===== src/rtl/pipe_hazard_ctrl.sv =====
// ---------------------------------------------------------------------------
// pipe_hazard_ctrl
//
// Purpose:
//   Central stall/flush controller for a classic 5-stage pipeline. It decides
//   every cycle what each pipeline register does (normal, flush, hold) and
//   whether the PC keeps its value. It covers memory freezes, taken branches,
//   jumps, multi-cycle multiply/divide occupancy and load-use hazards.
//
// Parameters:
//   REG_W    - register-specifier width
//   LOAD_LAT - load-use bubble cycles (1..7)
//   MD_LAT   - multiply/divide busy cycles (2..63)
//
// Ports:
//   clk                 in   rising-edge clock
//   reset               in   synchronous, active-high reset
//   mem_busy            in   data memory not ready; freeze the whole pipe
//   ex_mem_branch_taken in   branch resolved taken in MEM
//   id_ex_jump          in   J-type instruction in EX
//   id_ex_mem_read      in   load in EX
//   id_ex_rt            in   load destination register
//   if_id_rs, if_id_rt  in   source registers of the instruction in ID
//   md_start            in   multiply/divide entering execution in EX
//   if_id_op            out  IF/ID register control (00 normal, 01 flush, 10 hold)
//   id_ex_op            out  ID/EX register control
//   ex_mem_op           out  EX/MEM register control
//   pc_hold             out  1 = PC keeps its value
//   stall_cycles        out  (HAZARD_PERF_CNT_EN only) cycles stalled, excluding freezes
//   flush_events        out  (HAZARD_PERF_CNT_EN only) branch/jump flush cycles
//
// Configuration macro:
//   HAZARD_PERF_CNT_EN - adds the two 32-bit performance counters.
// ---------------------------------------------------------------------------
module pipe_hazard_ctrl #(
  parameter int REG_W    = 5,
  parameter int LOAD_LAT = 1,
  parameter int MD_LAT   = 32
) (
  input  logic             clk,
  input  logic             reset,
  input  logic             mem_busy,
  input  logic             ex_mem_branch_taken,
  input  logic             id_ex_jump,
  input  logic             id_ex_mem_read,
  input  logic [REG_W-1:0] id_ex_rt,
  input  logic [REG_W-1:0] if_id_rs,
  input  logic [REG_W-1:0] if_id_rt,
  input  logic             md_start,
  output logic [1:0]       if_id_op,
  output logic [1:0]       id_ex_op,
  output logic [1:0]       ex_mem_op,
  output logic             pc_hold
`ifdef HAZARD_PERF_CNT_EN
  ,
  output logic [31:0]      stall_cycles,
  output logic [31:0]      flush_events
`endif
);

  localparam logic [1:0] OP_NORMAL = 2'b00;
  localparam logic [1:0] OP_FLUSH  = 2'b01;
  localparam logic [1:0] OP_HOLD   = 2'b10;

  // The first stall cycle is spent in IDLE, so LOAD_STALL only has to cover
  // the remaining LOAD_LAT-1 cycles, i.e. a counter start of LOAD_LAT-2.
  localparam logic [5:0] LOAD_INIT = (LOAD_LAT > 1) ? 6'(LOAD_LAT - 2) : 6'd0;
  localparam logic [5:0] MD_INIT   = 6'(MD_LAT - 1);

  typedef enum logic [1:0] {
    IDLE       = 2'd0,
    LOAD_STALL = 2'd1,
    MD_BUSY    = 2'd2
  } state_t;

  state_t     state_q, state_d;
  logic [5:0] cnt_q, cnt_d;
  logic       load_use;

  // Register 0 is hard-wired zero, so a load targeting it never creates a
  // real dependency.
  assign load_use = id_ex_mem_read && (id_ex_rt != '0) &&
                    ((id_ex_rt == if_id_rs) || (id_ex_rt == if_id_rt));

  always_ff @(posedge clk) begin
    state_q <= state_d;
    cnt_q   <= cnt_d;
  end

  // Priority chain: reset, mem_busy, branch, then per-state handling where
  // jump beats load-use and load-use beats md_start.
  always_comb begin
    state_d   = state_q;
    cnt_d     = cnt_q;
    if_id_op  = OP_NORMAL;
    id_ex_op  = OP_NORMAL;
    ex_mem_op = OP_NORMAL;
    pc_hold   = 1'b0;

    if (reset) begin
      state_d = IDLE;
      cnt_d   = 6'd0;
    end else if (mem_busy) begin
      if_id_op  = OP_HOLD;
      id_ex_op  = OP_HOLD;
      ex_mem_op = OP_HOLD;
      pc_hold   = 1'b1;
    end else if (ex_mem_branch_taken) begin
      // A taken branch squashes the younger instructions, including the one
      // stalled in a load bubble or a multiply/divide in progress.
      if_id_op = OP_FLUSH;
      id_ex_op = OP_FLUSH;
      state_d  = IDLE;
      cnt_d    = 6'd0;
    end else begin
      case (state_q)
        IDLE: begin
          if (id_ex_jump) begin
            if_id_op = OP_FLUSH;
          end else if (load_use) begin
            if_id_op = OP_HOLD;
            id_ex_op = OP_FLUSH;
            pc_hold  = 1'b1;
            if (LOAD_LAT > 1) begin
              state_d = LOAD_STALL;
              cnt_d   = LOAD_INIT;
            end
          end else if (md_start) begin
            state_d = MD_BUSY;
            cnt_d   = MD_INIT;
          end
        end
        LOAD_STALL: begin
          if_id_op = OP_HOLD;
          id_ex_op = OP_FLUSH;
          pc_hold  = 1'b1;
          if (cnt_q == 6'd0) begin
            state_d = IDLE;
          end else begin
            cnt_d = cnt_q - 6'd1;
          end
        end
        MD_BUSY: begin
          // The multiply/divide stays in EX while bubbles drain into MEM.
          if_id_op  = OP_HOLD;
          id_ex_op  = OP_HOLD;
          ex_mem_op = OP_FLUSH;
          pc_hold   = 1'b1;
          if (cnt_q == 6'd0) begin
            state_d = IDLE;
          end else begin
            cnt_d = cnt_q - 6'd1;
          end
        end
        default: begin
          state_d = IDLE;
          cnt_d   = 6'd0;
        end
      endcase
    end
  end

`ifdef HAZARD_PERF_CNT_EN
  logic [31:0] stall_cycles_q, stall_cycles_d;
  logic [31:0] flush_events_q, flush_events_d;

  always_ff @(posedge clk) begin
    stall_cycles_q <= stall_cycles_d;
    flush_events_q <= flush_events_d;
  end

  // Only branches and jumps ever flush IF/ID, so that op identifies a flush
  // event; memory freezes are excluded from the stall count.
  always_comb begin
    stall_cycles_d = stall_cycles_q;
    flush_events_d = flush_events_q;
    if (reset) begin
      stall_cycles_d = 32'd0;
      flush_events_d = 32'd0;
    end else begin
      if (pc_hold && !mem_busy) begin
        stall_cycles_d = stall_cycles_q + 32'd1;
      end
      if (if_id_op == OP_FLUSH) begin
        flush_events_d = flush_events_q + 32'd1;
      end
    end
  end

  assign stall_cycles = stall_cycles_q;
  assign flush_events = flush_events_q;
`else
  // Counters are not built; the controller behaves identically without them.
`endif

endmodule


===== config.mk =====
export PLATFORM = sky130hd
export DESIGN_NAME = pipe_hazard_ctrl
export DESIGN_NICKNAME = d
export VERILOG_FILES = /design/src/rtl/pipe_hazard_ctrl.sv
export SDC_FILE = /design/constraint.sdc
export NUM_CORES = 1
export LEC_CHECK = 0
export CORE_UTILIZATION = 41
export DETAILED_ROUTE_END_ITERATION = 8
export HOLD_SLACK_MARGIN = 0.02
export PLACE_DENSITY = 0.76
export SYNTH_ARGS = -nofsm -noshare
export SYNTH_HDL_FRONTEND = slang
export SYNTH_SLANG_ARGS = --single-unit

===== constraint.sdc =====
create_clock -name clk -period 1.85 [get_ports clk]
set_clock_uncertainty 0.15 [all_clocks]
set_input_delay 0.2775 -clock clk [delete_from_list [all_inputs] [get_ports clk]]
set_output_delay 0.2775 -clock clk [all_outputs]
set_load 0.01 [all_outputs]

* After elaboration in Yosys (flattened, before gate mapping)
Index checks and enable logic that the tools add are counted.
** Word-level totals
- Memory bits (read-only) :: 0
- Bits in latches :: 0
- Output and inout bits :: 7
- Memory bits (writable) :: 0
- Flip-flop bits (word level) :: 8
- Bits of input ports :: 22
- Memories :: 0
** Operators by class
- $mul :: 0
- Shift-type cells :: 0
- $lt $le $gt $ge :: 0
- Bitwise operators :: 1
- Div/mod/pow operators :: 0
- Multiplexer cells :: 34
- Equal/unequal tests :: 9
- Add/subtract/negate cells :: 1
- Reduce and logical (&&, ||, !) cells :: 9
** Operators with widths (number)
- 2-bit two-way mux :: 15
- 6-bit two-way mux :: 5
- 3-bit inequality test, second input constant :: 4
- 6-bit case mux with 2 select lines :: 1
- 5-bit == test :: 2
- 5-bit AND reduction :: 2
- 1-bit two-way mux :: 9
- 2-bit case mux with 2 select lines :: 2
- 6-bit zero test :: 1
- 2-bit case mux with 3 select lines :: 1
- 6-bit by 1-bit subtractor with 6-bit output, second input constant :: 1
- 5-bit nonzero test :: 1
- 3-bit by 1-bit inequality test with 1-bit output, second input constant :: 1
- 2-bit by 1-bit == test with 1-bit output, second input constant :: 1
- 2-bit == test, second input constant :: 1
- 1-bit logical AND :: 2
- 2-bit zero test :: 1
- 1-bit case mux with 2 select lines :: 1
- 2-bit OR reduction :: 1
- 1-bit logical OR :: 1
- 1-bit NOT :: 1

* Depth between registers and ports, before layout
Gate-level depths: netlist of run 1.
- Depth in word-level cells :: 9
- Mapped depth :: 6

* Least setup slack after synthesis of run 1
No wires, ideal clock.
- Path type :: input to output
- Start :: input port id_ex_rt[2]
- End :: output port if_id_op[1]
- Arrival time :: 1304 ps
- Cell stages on the path :: 6
- Path slack :: 118 ps
- Path buffers :: 1
- Required time :: 1422 ps
- Cell sequence :: xor2_1 > nor3_1 > a22oi_2 > nor3_1 > a21o_1 > buf_4
** On the way
- Longest elaborated chain between the ends :: 9
- Elaborated cells on any way between the ends :: 12
** RTL lines
- start, declared :: RTL line 46 : input logic [REG_W-1:0] id_ex_rt,
- 5-bit == test or 5-bit nonzero test (tied branches) :: RTL line 83, 82
- 1-bit logical OR or 1-bit logical AND (tied branches) :: RTL line 83, 82
- 1-bit logical AND * :: RTL line 82 : assign load_use = id_ex_mem_read && (id_ex_rt != '0) &&
- 2-bit two-way mux * :: RTL line 120 : end else if (load_use) begin
- 2-bit two-way mux * :: RTL line 118 : if (id_ex_jump) begin
- 2-bit case mux with 2 select lines * :: RTL line 116 : case (state_q)
- 2-bit two-way mux * :: RTL line 108 : end else if (ex_mem_branch_taken) begin
- 2-bit two-way mux * :: RTL line 103 : end else if (mem_busy) begin
- 2-bit two-way mux * :: RTL line 100 : if (reset) begin
- end, declared :: RTL line 50 : output logic [1:0] if_id_op,
Every way passes the cells marked *; elsewhere a longest branch is shown, timed or not.

* Final worst setup path of run 1
- Start :: input port id_ex_jump
- End :: output port if_id_op[0]
** On the way
- Longest elaborated chain between the ends :: 5
** RTL lines
- start, declared :: RTL line 44 : input logic id_ex_jump,
- 2-bit two-way mux :: RTL line 118
- 2-bit case mux with 2 select lines :: RTL line 116
- 2-bit two-way mux :: RTL line 108
- 2-bit two-way mux :: RTL line 103
- 2-bit two-way mux :: RTL line 100
No other way between the ends.

==> run summary, run 1 <==
Number of synthesized flops with an enable pin = 0
Worst-path maximum fanout = 3
Num CTS Buffers = 3
Largest stage delay, worst path = 0.50 ns
WS Path Type = input pin to primary output
Top FF cell, synth = dfxtp_1
Largest cells by area after synthesis = dfxtp_1 (19%), xor2_1 (12%), nor2_1 (5.6%)
Share of the yosys chip area belonging to registers = 19.0%
Power per Cell Area = 478 mW/mm^2
Peak supply drop = 0.000593 V
Residual DRC = 0
Row cnt = 14
Nets = 168
Fillers = 123
Initial Utilization = 46.2%
Root Buffer = clkbuf_4
Final Critical Period = 1.84 ns
Antenna cell count = 0
Cells after Synth = 96
Status = finished clean
Worst Path Arrival = 1.41 ns
Area grow syn2layout = 62.6%
Sum Neg Setup Slack = 0 ns
Chip width = 44.4 um
Core area = 0.00159 sq mm
Grt total ovfl = 0
Mean Syn Cell Area = 7.68 sq um
Clk Latency, worst-skew pair = 0.26 ns
Synth Cell Area = 737 sq um
Final wirelength = 2460 um
Wire per inst = 14.7 um
Slew of the pin with the lowest slew margin = 0.288 ns
TritonRoute pass-1 iters = 4
Iteration-0 DRC Markers = 28
#FFs+latches synth = 7
Leakage power = 0.557 nW
Worst EP required = 1.42 ns
IO buf count = 28
Clk sinks = 7
Final Setup Violations = 0
Slowest CP cell = clkdlybuf4s50_1
Async S/R FF share, synth = 0%
Final WS setup = 0.00943 ns
DP HPWL = 1820 um
Largest net degree at the start of global routing = 8
Hold Vio Cnt, Final = 0
Yosys warnings = 0
Worst Hold Class = flip-flop to flip-flop
Routability cong. = 0.808
CTS tree = yes
All-Layer GR Usage = 24.3%
Layout cell share with drive strength beyond 1 = 42.7%
Worst slew margin = 80.7%
Fmax = 543 MHz
Via count = 919
Area leader, netlist = dfxtp_1
Max Cap Viol = 0
Mapped Nets = 120
Vias in the first global route = 883
Hold buffers post-CTS = 0
Final ANT Viol Nets = 0
CTS H-tree depth = 1
Placed inst area = 0.00117 sq mm
Final count of pins violating max slew = 0
Final Cell Area = 0.00120 sq mm
Crit path buf inv count = 3
Die H = 44.4 um
Tcrit/Tclk final = 99.5%
I/O Pins = 29
Worst path top cell family by delay = buffers and inverters
Kind of end point of the critical path = primary output
Top cells by count, synth = nor2_1 (11), xor2_1 (10)
Initial antenna violation count = 0
Die area = 0.00197 sq mm
Drt via density = 5.50
Worst-path clk slew = 0.06 ns
DP Worst Slack = -0.848 ns
Yosys top cell area share = 19.0%
CP Launch Type = input pin
Distinct cells, synth = 33
Count leader, synth = nor2_1
First-pass GRT wire length = 3570 um
Crit path cell chain = clkdlybuf4s50_1 -> buf_4 -> a21oi_1 -> nor3_1 -> dlygate4sd2_1
Clk buf depth = 2
Total power = 0.000573 W
-- cells in the final DEF, fill, tap and decap left out, types with 3 or more instances in the layout --
cell,n
clkdlybuf4s50_1,5
clkbuf_2,9
xor2_1,7
nor3_1,4
inv_1,5
a21oi_1,6
clkbuf_4,3
dlygate4sd2_1,5
a31oi_1,5
buf_4,19
buf_6,3
dfxtp_1,6
xor2_2,3
nor2_1,11
o21ai_0,4
buf_2,5
o211a_1,3
nand2_1,6
nor3_2,3
-- state kept, by name, summed over array words and instances (netlist names) --
signal	flops
cnt_q	6
state_q	1
-- per-stage QoR --
stage | util (%) | instances | hold slack (ns)
3_5_place_dp | 73.5 | 163 | 0.347
3_3_place_gp | 73.5 | 163 | 0.344
4_1_cts | 74.3 | 167 | 0.355
6_report | 75.2 | 167 | 0.368
5_1_grt | 75.2 | 167 | 0.382
2_1_floorplan | - | 96 | 0.311
-- report_power, final --
part / switching [W] / internal, W
sequential: 0.0000165 / 0.000161
combinational: 0.000131 / 0.000127
clock: 0.0000582 / 0.0000790
total: 0.000206 / 0.000367
-- worst reg2reg max path, stage by stage (launching register included) --
cell and delay [ns]:
dfxtp_1 0.42, buf_4 0.19, nor2b_2 0.20, a31o_4 0.20
nor2_2 0.05, a31o_4 0.23, o211a_1 0.22
-- layer usage --
metal  wire (um)  GRT usage, %  up-vias
li1            -             -      443
met1         944          25.9      430
met2        1360          47.6       39
met3         109          6.12        7
met4          50          4.85        0
met5           0             0        -
-- area by class of cell --
type	count	area, sq um	area share, %
Multi-Input combinational cell	79	621	51.8
Clock inverter	1	5.00	0.418
Tap cell	24	30.0	2.51
Clock buffer	3	22.5	1.88
Sequential cell	7	141	11.8
Inverter	5	18.8	1.57
Timing Repair Buffer	48	360	30.1
-- cells by family (layout without fill, tap and decap cells) --
group           count (synthesis)  in the layout  share of synthesized area, %
buf+inv                        10             57                          5.94
fa+ha+maj                       2              2                          3.40
xor+xnor                       10             10                          11.9
simple gates                   37             37                          26.1
compound gates                 29             29                          32.3
mux                             1              1                          1.36
flops                           7              7                          19.0
-- final timing paths --
check / from / end / slack, ns / cells past startpoint
max: id_ex_jump / if_id_op[0] / 0.009 / 5
min: cnt_q[1] / cnt_q[1] / 0.37 / 2
max reg2reg: state_q[1] / cnt_q[4] / 0.09 / 6
min reg2reg: cnt_q[1] / cnt_q[1] / 0.37 / 2
-- repair_timing --
| action | 4_1_cts | 5_1_grt |
|---|---|---|
| endpoints found under the setup margin | 11 | 8 |
| gates cloned | 0 | 0 |
| pin swaps | 11 | 13 |
| setup buffers | 0 | 0 |
| gates resized for setup | 47 | 35 |
No activity file was read; power rests on OpenSTA's default activity.
==> run 2, diff against run 1 <==
--- a/config.mk
+++ b/config.mk
@@ -5,10 +5,10 @@
 export SDC_FILE = /design/constraint.sdc
 export NUM_CORES = 1
 export LEC_CHECK = 0
-export CORE_UTILIZATION = 41
+export CORE_UTILIZATION = 40
 export DETAILED_ROUTE_END_ITERATION = 8
 export HOLD_SLACK_MARGIN = 0.02
-export PLACE_DENSITY = 0.76
+export PLACE_DENSITY = 0.75
 export SYNTH_ARGS = -nofsm -noshare
 export SYNTH_HDL_FRONTEND = slang
 export SYNTH_SLANG_ARGS = --single-unit
==> run 2 against run 1 <==
  * Global-route usage shrank 1.9 points
  * Sequential share of layout area grew 0.28 points
  * Routed wire length shrank 15%
  * Clock-buffer cell count grew 1
  * Combinational power shrank 6%
  * Critical path depth grew 2
==> run summary, run 2 (synthesis gave the netlist of run 1 again) <==
Switching Share = 33.8% (-2.1 points)
Peak supply drop = 0.000461 V (-22%)
Max Cap Viol = 0 (unchanged)
Combinational share of power = 43.8% (-1.2 points)
Antenna cell count = 0 (unchanged)
Kind of end point of the critical path = flip-flop
Worst Hold Class = flip-flop to flip-flop
Placed inst area = 0.00117 sq mm (+0.11%)
Root Buffer = clkbuf_4
RSZ-0062 raised after global routing = yes
TritonRoute pass-1 iters = 4 (unchanged)
Leakage power = 0.545 nW (-2.1%)
Num CTS Buffers = 3 (unchanged)
Initial Utilization = 42.7% (-3.6 points)
IO buf count = 28 (unchanged)
CTS H-tree depth = 1 (unchanged)
Final core utilization = 67.8% (-7.4 points)
Worst slew margin = 80.4% (-0.33 points)
Clk sinks = 7 (unchanged)
Worst-path maximum fanout = 5 (+2)
Fmax = 551 MHz (+1.3%)
Final Critical Period = 1.82 ns (-0.0241 ns)
Via count = 862 (-6.2%)
Most used routing layer = met2
Drt via density = 5.13 (-6.8%)
Clock Power Share = 24.4% (+0.4 points)
Row cnt = 15 (+1)
Iteration-0 DRC Markers = 10 (-64%)
Total power = 0.000553 W (-3.5%)
Final wirelength = 2090 um (-15%)
Commonest non-fill, non-tap cells in the layout = buf_4 (20), nor2_1 (11), clkbuf_2 (9), xor2_1 (8)
Clk buf depth = 2 (unchanged)
I/O Pins = 29 (unchanged)
Vias in the first global route = 852 (-3.5%)
Met3 usage = 6.00% (-0.12 points)
Max FFs per register = 6 (unchanged)
Die H = 44.9 um (+1.2%)
Fillers = 180 (+46%)
Cell internal pwr = 0.000366 W (-0.39%)
Final Setup Violations = 0 (unchanged)
WS Path Type = input pin to flip-flop
Chip width = 44.9 um (+1.2%)
Sw Pwr = 0.000187 W (-9.0%)
Initial antenna violation count = 0 (unchanged)
CTS tree = yes
Largest reg by FF count = cnt_q
Nets = 168 (unchanged)
GR Util met1 = 26.7% (+0.83 points)
CP Launch Type = input pin
Final WS setup = 0.0335 ns (+0.0241 ns)
Area grow syn2layout = 58.9%
Final count of pins violating max slew = 0 (unchanged)
Layout cell share with drive strength beyond 1 = 39.2% (-3.5 points)
First-pass GRT wire length = 3370 um (-5.8%)
Die area = 0.00202 sq mm (+2.4%)
Worst-path clk slew = 0.05 ns (about the same)
Worst Path Arrival = 1.81 ns (+0.40 ns)
Met2 Use GR = 42.0% (-5.6 points)
All-Layer GR Usage = 22.5% (-1.9 points)
Biggest regs = cnt_q (6), state_q (1)
Routability cong. = 0.790 (-2.2%)
DP Worst Slack = -0.837 ns (+0.0107 ns)
DP HPWL = 1720 um (-5.3%)
Final ANT Viol Nets = 0 (unchanged)
Worst EP required = 1.84 ns (+0.42 ns)
Wire per inst = 12.4 um (-16%)
Largest net degree at the start of global routing = 9 (+1)
Power per Cell Area = 472 mW/mm^2 (-1.2%)
Status = finished clean
Core area = 0.00173 sq mm (+8.3%)
Clk Latency, worst-skew pair = 0.25 ns (about the same)
Most common cell after layout, fill and taps aside = buf_4
Tcrit/Tclk final = 98.2% (-1.3 points)
Grt total ovfl = 0 (unchanged)
Residual DRC = 0 (unchanged)
Hold Vio Cnt, Final = 0 (unchanged)
Slew of the pin with the lowest slew margin = 0.295 ns (+0.00629 ns)
Final Cell Area = 0.00117 sq mm (-2.3%)
Sequential share of power = 31.8% (+0.7 points)
Worst Hold Slack = 0.381 ns (+0.0121 ns)
[run 2: timing repair]
item                       in CTS  in global routing
resized for setup              44                 30
pin swaps                      11                 12
setup endpoints to repair      12                  8
hold buffers                    0                  0
setup buffers                   0                  0
[run 2: layout make-up]
type                       count  area [sq um]  area share [%]
inverter                       5          18.8            1.60
clock buffer                   4          26.3            2.24
multi-input combinational     79           603            51.5
tap                           25          31.3            2.67
timing repair buffer          48           350            29.9
sequential                     7           141            12.1
[run 2: worst paths after layout]
path	from	endpoint	slack, ns	depth (start not counted)
min reg2reg	cnt_q[1]	cnt_q[1]	0.38	2
max reg2reg	state_q[1]	cnt_q[3]	0.05	6
max	id_ex_jump	cnt_q[3]	0.03	7
min	cnt_q[1]	cnt_q[1]	0.38	2
[run 2: worst max-delay path, stage by stage]
cell	delay, ns
clkdlybuf4s50_1	0.51
buf_4	0.15
nor3b_2	0.05
a311oi_4	0.31
nor2_2	0.06
a31o_4	0.24
o211a_1	0.21
[run 2: metrics by stage]
stage                     TNS (ns)  instances
after global placement       -4.69        164
after detailed placement     -5.43        164
after global routing       -0.0237        168
final                            0        168
after floorplan                  0         96
after CTS                        0        168
[run 2: power by group through the flow]
| stage | logic [W] | registers, W | clock network (W) |
|---|---|---|---|
| 2_1_floorplan | 0.000132 | 0.000174 | 0 |
| 3_3_place_gp | 0.000242 | 0.000178 | 0 |
| 3_5_place_dp | 0.000251 | 0.000179 | 0 |
| 4_1_cts | 0.000241 | 0.000175 | 0.000140 |
| 5_1_grt | 0.000266 | 0.000177 | 0.000151 |
| 6_report | 0.000242 | 0.000176 | 0.000135 |
[run 2: layer usage]
| layer | part of all wire, % | wire [um] |
|---|---|---|
| met5 | 0 | 0 |
| met2 | 54 | 1120 |
| met3 | 5.9 | 123 |
| met4 | 0 | 0 |
| met1 | 41 | 848 |
